===== src/rtl/operand_a_sequencer.sv =====
// operand_a_sequencer: multicycle controller for the ALU operand-A path.
// Fetches operand A from the register file or the wait-stated memory port,
// then drives the mux select and the operand-A load strobe.
// Optional feature: define OPA_TIMEOUT_EN to add the memory-wait counter and
// the ERROR state. Without it, MEM waits indefinitely and err is tied to 0.
module operand_a_sequencer #(
    parameter int TIMEOUT_CYCLES = 15
) (
    input  logic clk,
    input  logic reset_n,
    input  logic start,
    input  logic op_mem,
    input  logic mem_ack,
    output logic reg_rd_en,
    output logic mem_req,
    output logic muxAControl,
    output logic a_load,
    output logic busy,
    output logic done,
    output logic err
);

    // Reject an illegal timeout at elaboration time.
    if (TIMEOUT_CYCLES < 1) begin : g_bad_timeout
        $error("operand_a_sequencer: TIMEOUT_CYCLES must be >= 1");
    end

`ifdef OPA_TIMEOUT_EN
    typedef enum logic [2:0] {
        IDLE  = 3'd0,
        REG   = 3'd1,
        MEM   = 3'd2,
        LOAD  = 3'd3,
        DONE  = 3'd4,
        ERROR = 3'd5
    } state_t;

    localparam int CNT_W = $clog2(TIMEOUT_CYCLES + 1);
    localparam logic [CNT_W-1:0] CNT_MAX  = CNT_W'(TIMEOUT_CYCLES);
    // Counter value seen in the last permitted MEM cycle.
    localparam logic [CNT_W-1:0] CNT_LAST = CNT_W'(TIMEOUT_CYCLES - 1);

    logic [CNT_W-1:0] wait_cnt;
`else
    typedef enum logic [2:0] {
        IDLE  = 3'd0,
        REG   = 3'd1,
        MEM   = 3'd2,
        LOAD  = 3'd3,
        DONE  = 3'd4
    } state_t;
`endif

    state_t state;

    // State register with Moore outputs registered alongside the next state.
    always_ff @(posedge clk or negedge reset_n) begin
        if (!reset_n) begin
            state       <= IDLE;
            reg_rd_en   <= 1'b0;
            mem_req     <= 1'b0;
            muxAControl <= 1'b0;
            a_load      <= 1'b0;
            busy        <= 1'b0;
            done        <= 1'b0;
            err         <= 1'b0;
`ifdef OPA_TIMEOUT_EN
            wait_cnt    <= '0;
`endif
        end else begin
            // Single-cycle strobes default low; busy and the mux select hold.
            reg_rd_en <= 1'b0;
            mem_req   <= 1'b0;
            a_load    <= 1'b0;
            done      <= 1'b0;
            err       <= 1'b0;
            case (state)
                IDLE: begin
                    if (start) begin
                        busy <= 1'b1;
                        if (op_mem) begin
                            state       <= MEM;
                            mem_req     <= 1'b1;
                            muxAControl <= 1'b0;
`ifdef OPA_TIMEOUT_EN
                            wait_cnt    <= '0;
`endif
                        end else begin
                            state       <= REG;
                            reg_rd_en   <= 1'b1;
                            muxAControl <= 1'b1;
                        end
                    end
                end
                REG: begin
                    state  <= LOAD;
                    a_load <= 1'b1;
                end
                MEM: begin
`ifdef OPA_TIMEOUT_EN
                    // Saturating count of MEM cycles spent so far.
                    if (wait_cnt != CNT_MAX) begin
                        wait_cnt <= wait_cnt + CNT_W'(1);
                    end
                    // An ack in the last permitted cycle still wins over the timeout.
                    if (mem_ack) begin
                        state  <= LOAD;
                        a_load <= 1'b1;
                    end else if (wait_cnt >= CNT_LAST) begin
                        state <= ERROR;
                        done  <= 1'b1;
                        err   <= 1'b1;
                    end else begin
                        mem_req <= 1'b1;
                    end
`else
                    if (mem_ack) begin
                        state  <= LOAD;
                        a_load <= 1'b1;
                    end else begin
                        mem_req <= 1'b1;
                    end
`endif
                end
                LOAD: begin
                    state <= DONE;
                    done  <= 1'b1;
                end
                DONE: begin
                    state <= IDLE;
                    busy  <= 1'b0;
                end
`ifdef OPA_TIMEOUT_EN
                ERROR: begin
                    state <= IDLE;
                    busy  <= 1'b0;
                end
`endif
                default: begin
                    state <= IDLE;
                    busy  <= 1'b0;
                end
            endcase
        end
    end

endmodule


===== config.mk =====
export PLATFORM = sky130hd
export DESIGN_NAME = operand_a_sequencer
export DESIGN_NICKNAME = d
export VERILOG_FILES = /design/src/rtl/operand_a_sequencer.sv
export SDC_FILE = /design/constraint.sdc
export NUM_CORES = 1
export LEC_CHECK = 0
export CAP_MARGIN = 30
export CORE_AREA = 4 4 41 43
export CTS_BUF_LIST = sky130_fd_sc_hd__clkbuf_2
export DETAILED_ROUTE_END_ITERATION = 12
export DIE_AREA = 0 0 45 47
export DONT_BUFFER_PORTS = 1
export SKIP_LAST_GASP = 1
export SYNTH_ARGS = -nofsm -noshare
export SYNTH_HDL_FRONTEND = slang
export SYNTH_SLANG_ARGS = --single-unit

===== constraint.sdc =====
create_clock -name clk -period 1.9 [get_ports clk]
set_input_delay 0.38 -clock clk [delete_from_list [all_inputs] [get_ports clk]]
set_output_delay 0.38 -clock clk [all_outputs]
set_load 0.01 [all_outputs]

# Word level (Yosys, flattened, before mapping)
# Index checks and enable logic that the tools add are counted.
# word_totals
romBits	0
ramBits	0
wordCells	34
in_bits	5
regBits	9
mem_count	0
latchBits	0
# classes
n_eq_ne	5
n_div	0
mux	16
n_lt_le_gt_ge	0
shift	0
n_bitwise	1
addsub	0
multipliers	0
reduce_logical	5
# ops
op	count
3-bit one-hot mux with 4 select lines	1
1-bit two-way mux	9
3-bit by 2-bit equality test with 1-bit output (second input constant)	2
3-bit two-way mux	2
1-bit one-hot mux with 2 select lines	3
2-bit AND reduction	3
2-bit inequality test (second input constant)	2
3-bit by 1-bit equality test with 1-bit output (second input constant)	1
3-bit zero test	1
3-bit OR reduction	1
2-bit two-way mux	1
1-bit NOT	1

# Logic depth before layout (Yosys ltp)
# logic_depth
word_depth	4
mapped_depth	3
depth_no_buf	3

# Worst setup path before layout
# No wires, ideal clock.
# synth_timing
path_kind	register to register
startpoint	register state[0]
endpoint	register muxAControl
period_less_slack_ns	1.162
arrival_ns	1.041
path_buffers	0
setup_time_ns	0.122
slack_ns	0.738
stages_incl_launch_ff	4
required_ns	1.778
cell_sequence	dfrtp_1 > or3b_4 > o21ai_0 > nand2b_1
# synth_between
elab_chain_cells	2
# synth_rtl
item	line	text
from (decl)	54	state_t state;
from (signal assigned)	59	state <= IDLE;
from (signal assigned)	82	state <= MEM;
from (signal assigned)	89	state <= REG;
3-bit zero test	77	case (state)
2-bit AND reduction (no source line)	-	
to (signal assigned)	62	muxAControl <= 1'b0;
to (signal assigned)	84	muxAControl <= 1'b0;
to (signal assigned)	91	muxAControl <= 1'b1;
to (decl)	16	output logic muxAControl,
# No other way between the ends.
# A chain may end at the register's enable or synchronous reset.

# Worst setup path after layout
# Same ends and word-level chain as after synthesis.

==> results.yml <==
timing:
  slew_violations: 0
  fin_tns_setup_ps: 0
  clock.fmax_mhz: 804.7
  rsz0062_at_grt: "no"
  setup_viol: 0
  period_minus_slack_ps: 1243
  whs_ps: 194.7
  setup_slack_ps: 657.2
  finalCritPeriodShare: 0.6541
  hold_violations: 0
  fin_skew_ps: 16.32
logic_synthesis:
  ys_warn_count: 0
  synth_largest_area_cell: "dfrtp_1"
  synth-edff-count: 0
  synth_commonest_cells: "dfrtp_1 (9), a21oi_1 (3), a211oi_1 (2), nand2_1 (2), nor2_1 (2)"
  synth_fp_nets: 37
  avgSynthCellArea_um2: 11.69
  synth_cell_types: 19
  ys_seq_elements: 9
  synthCells: 32
  synth_area_um2: 374.1
  ys_seq_area_frac: 0.6020
  ys.flop_type: "dfrtp_1"
  synth_top_area_frac: 0.6020
  synth_async_sr_flop_share: 1.000
  ys_top_cells_by_area: "dfrtp_1 (60%), nor3_4 (4.3%), a21oi_1 (4.0%)"
  yosys.cell_count.top_type: "dfrtp_1"
global_route:
  grt_max_degree: 10
  antenna_found_initial: 0
  first_global_vias: 265
  grt_usage: 0.08546
  grt_pass1_wl_mm: 1.186
  grt-ovfl-total: 0
clock_tree:
  cts.clk_slew.worst_paths_ps: 110
  clkLatencyLatePin_ps: 250
  cts-resized-gates: 0
  cts_root_buf: "clkbuf_2"
  htree_levels: 1
  cts_buffers: 3
  holdBufCountCts: 1
  cts_tree: "done"
  post_cts_buffers: 0
  clock-sinks: 9
  max-clock-path-buffers: 2
worst_setup_path:
  slowest_stage: "dfrtp_1"
  slowest_delay_ps: 460
  r2r_setup_slack_ps: 660
  startpoint_type: "register"
  cp-startpoint: "state[0]"
  r2r_start: "state[0]"
  worstPathBufferInverterCount: 0
  cp.arrival_ps: 1390
  crit_family: "simple AND/OR/NAND/NOR gates"
  end_kind: "register"
  critPathKind: "reg -> reg"
  rr_endpoint: "muxAControl"
  r2r_cells: 3
  required_ps: 2050
  cp_max_fo: 8
  cp.depth: 3
  cp_cell_sequence: "or3b_4 -> o21ai_0 -> nand2b_1"
  worstSetupEndpoint: "muxAControl"
power_and_ir_drop:
  power_density_nw_per_um2: 1557
  ir_drop_mv: 0.4980
  power_switching_share: 0.3831
  power_frac_comb: 0.213
  power.switching_w: 0.0002448
  power_frac_seq: 0.604
  power_w: 0.0006389
  p_leak_nw: 0.1884
  internal_power_w: 0.0003941
  clkPwrFrac: 0.183
detailed_routing:
  top_layer: "met3"
  wl_per_cell_um: 13.14
  drc: 0
  drt_iter0_drc: 1
  vias: 227
  wl_met1_um: 258
  totalWireLength_um: 657
  avgViaCountPerCell: 4.540
  dr.pass1.iters: 2
  wl_met2_um: 337
  detail-route-antenna-nets: 0
  met3_length_um: 62
place:
  io_buffers: 0
  hpwl_um: 535.9
  routabilityCongestion: 0.8029
  dpl_worst_slack_ps: 666.2
finish:
  drive_above_1_share: 0.2000
  nFillCells: 141
  synthToLayoutAreaGrowth_pct: 9.699
  multiInputGateArea_um2: 132.6
  num_antenna_cells: 0
  layout.nets: 41
  ff_latch_area_um2: 225.2
floorplan:
  io_pins: 12
  fp.dieH_um: 47
  start_util: 0.2875
  placementRows: 13
  die_w_um: 45
  die-area_um2: 2115
  core_um2: 1301
run_status:
  outcome: "finished, final reports clean"
min_path:
  hold_path.class: "in -> reg"
job:
  maxCapViolations: 0
[cells in the final DEF (no fill, tap or decap)]
master and count:
dfrtp_1 9, a21oi_1 3, clkbuf_2 3, nand2_1 2
nor2_1 2, a211oi_1 2, nand3b_1 1, or2b_1 1
mux2_2 1, nor3_1 1, or3b_4 1, nor3_4 1
nor2b_1 1, o21bai_1 1, o21ai_0 1, nand2b_1 1
inv_1 1, conb_1 1, clkinv_2 1, dlygate4sd3_1 1
[state kept, by name (all words and copies together), names as in the netlist]
register and flops:
a_load 1, busy 1, done 1, mem_req 1, muxAControl 1, reg_rd_en 1
state 3
[routing by layer]
layer,vias up,track usage
met4,0,0.08772
met3,0,0.04598
met2,8,0.1243
met5,-,0
met1,108,0.08451
li1,111,-
[final cells by class]
class / instances / share of cell area
clock buffers: 3 / 0.03659
inverters: 1 / 0.009146
well taps: 15 / 0.04573
repair buffers: 1 / 0.02439
flip-flops and latches: 9 / 0.5488
multi-input cells: 20 / 0.3232
clock inverters: 1 / 0.01220
[cells by family (layout without fill, tap and decap cells)]
kind of cell / count (synthesis) / count (layout) / share of synthesized area
flops: 9 / 9 / 0.6020
mux: 1 / 1 / 0.03010
buf+inv: 3 / 6 / 0.04346
other cells: 1 / 1 / 0.01002
simple gates: 11 / 11 / 0.2007
compound gates: 7 / 7 / 0.1137
[worst min-delay path by stage]
stage	end	startpoint	cells past startpoint	slack, ps
2_1_floorplan	a_load	reset_n	0	80
4_1_cts	reg_rd_en	op_mem	1	180
6_report	reg_rd_en	op_mem	1	190
5_1_grt	reg_rd_en	op_mem	1	150
3_3_place_gp	a_load	reset_n	0	80
3_5_place_dp	a_load	reset_n	0	80
[metrics by stage]
step           utilization  instance area [um2]  instances
2_1_floorplan            -                374.1         32
3_3_place_gp        0.2923                380.4         45
3_5_place_dp        0.2923                380.4         45
4_1_cts             0.3154                410.4         50
5_1_grt             0.3154                410.4         50
6_report            0.3154                410.4         50
[power groups by stage]
stage / Clock, W / Sequential, W / Combinational (W)
2_1_floorplan: 0 / 0.000351 / 0.000139
3_3_place_gp: 0 / 0.000387 / 0.000125
3_5_place_dp: 0 / 0.000395 / 0.000133
4_1_cts: 0.000125 / 0.000390 / 0.000140
5_1_grt: 0.000135 / 0.000405 / 0.000159
6_report: 0.000117 / 0.000386 / 0.000136
No activity file was read; power rests on OpenSTA's default activity.
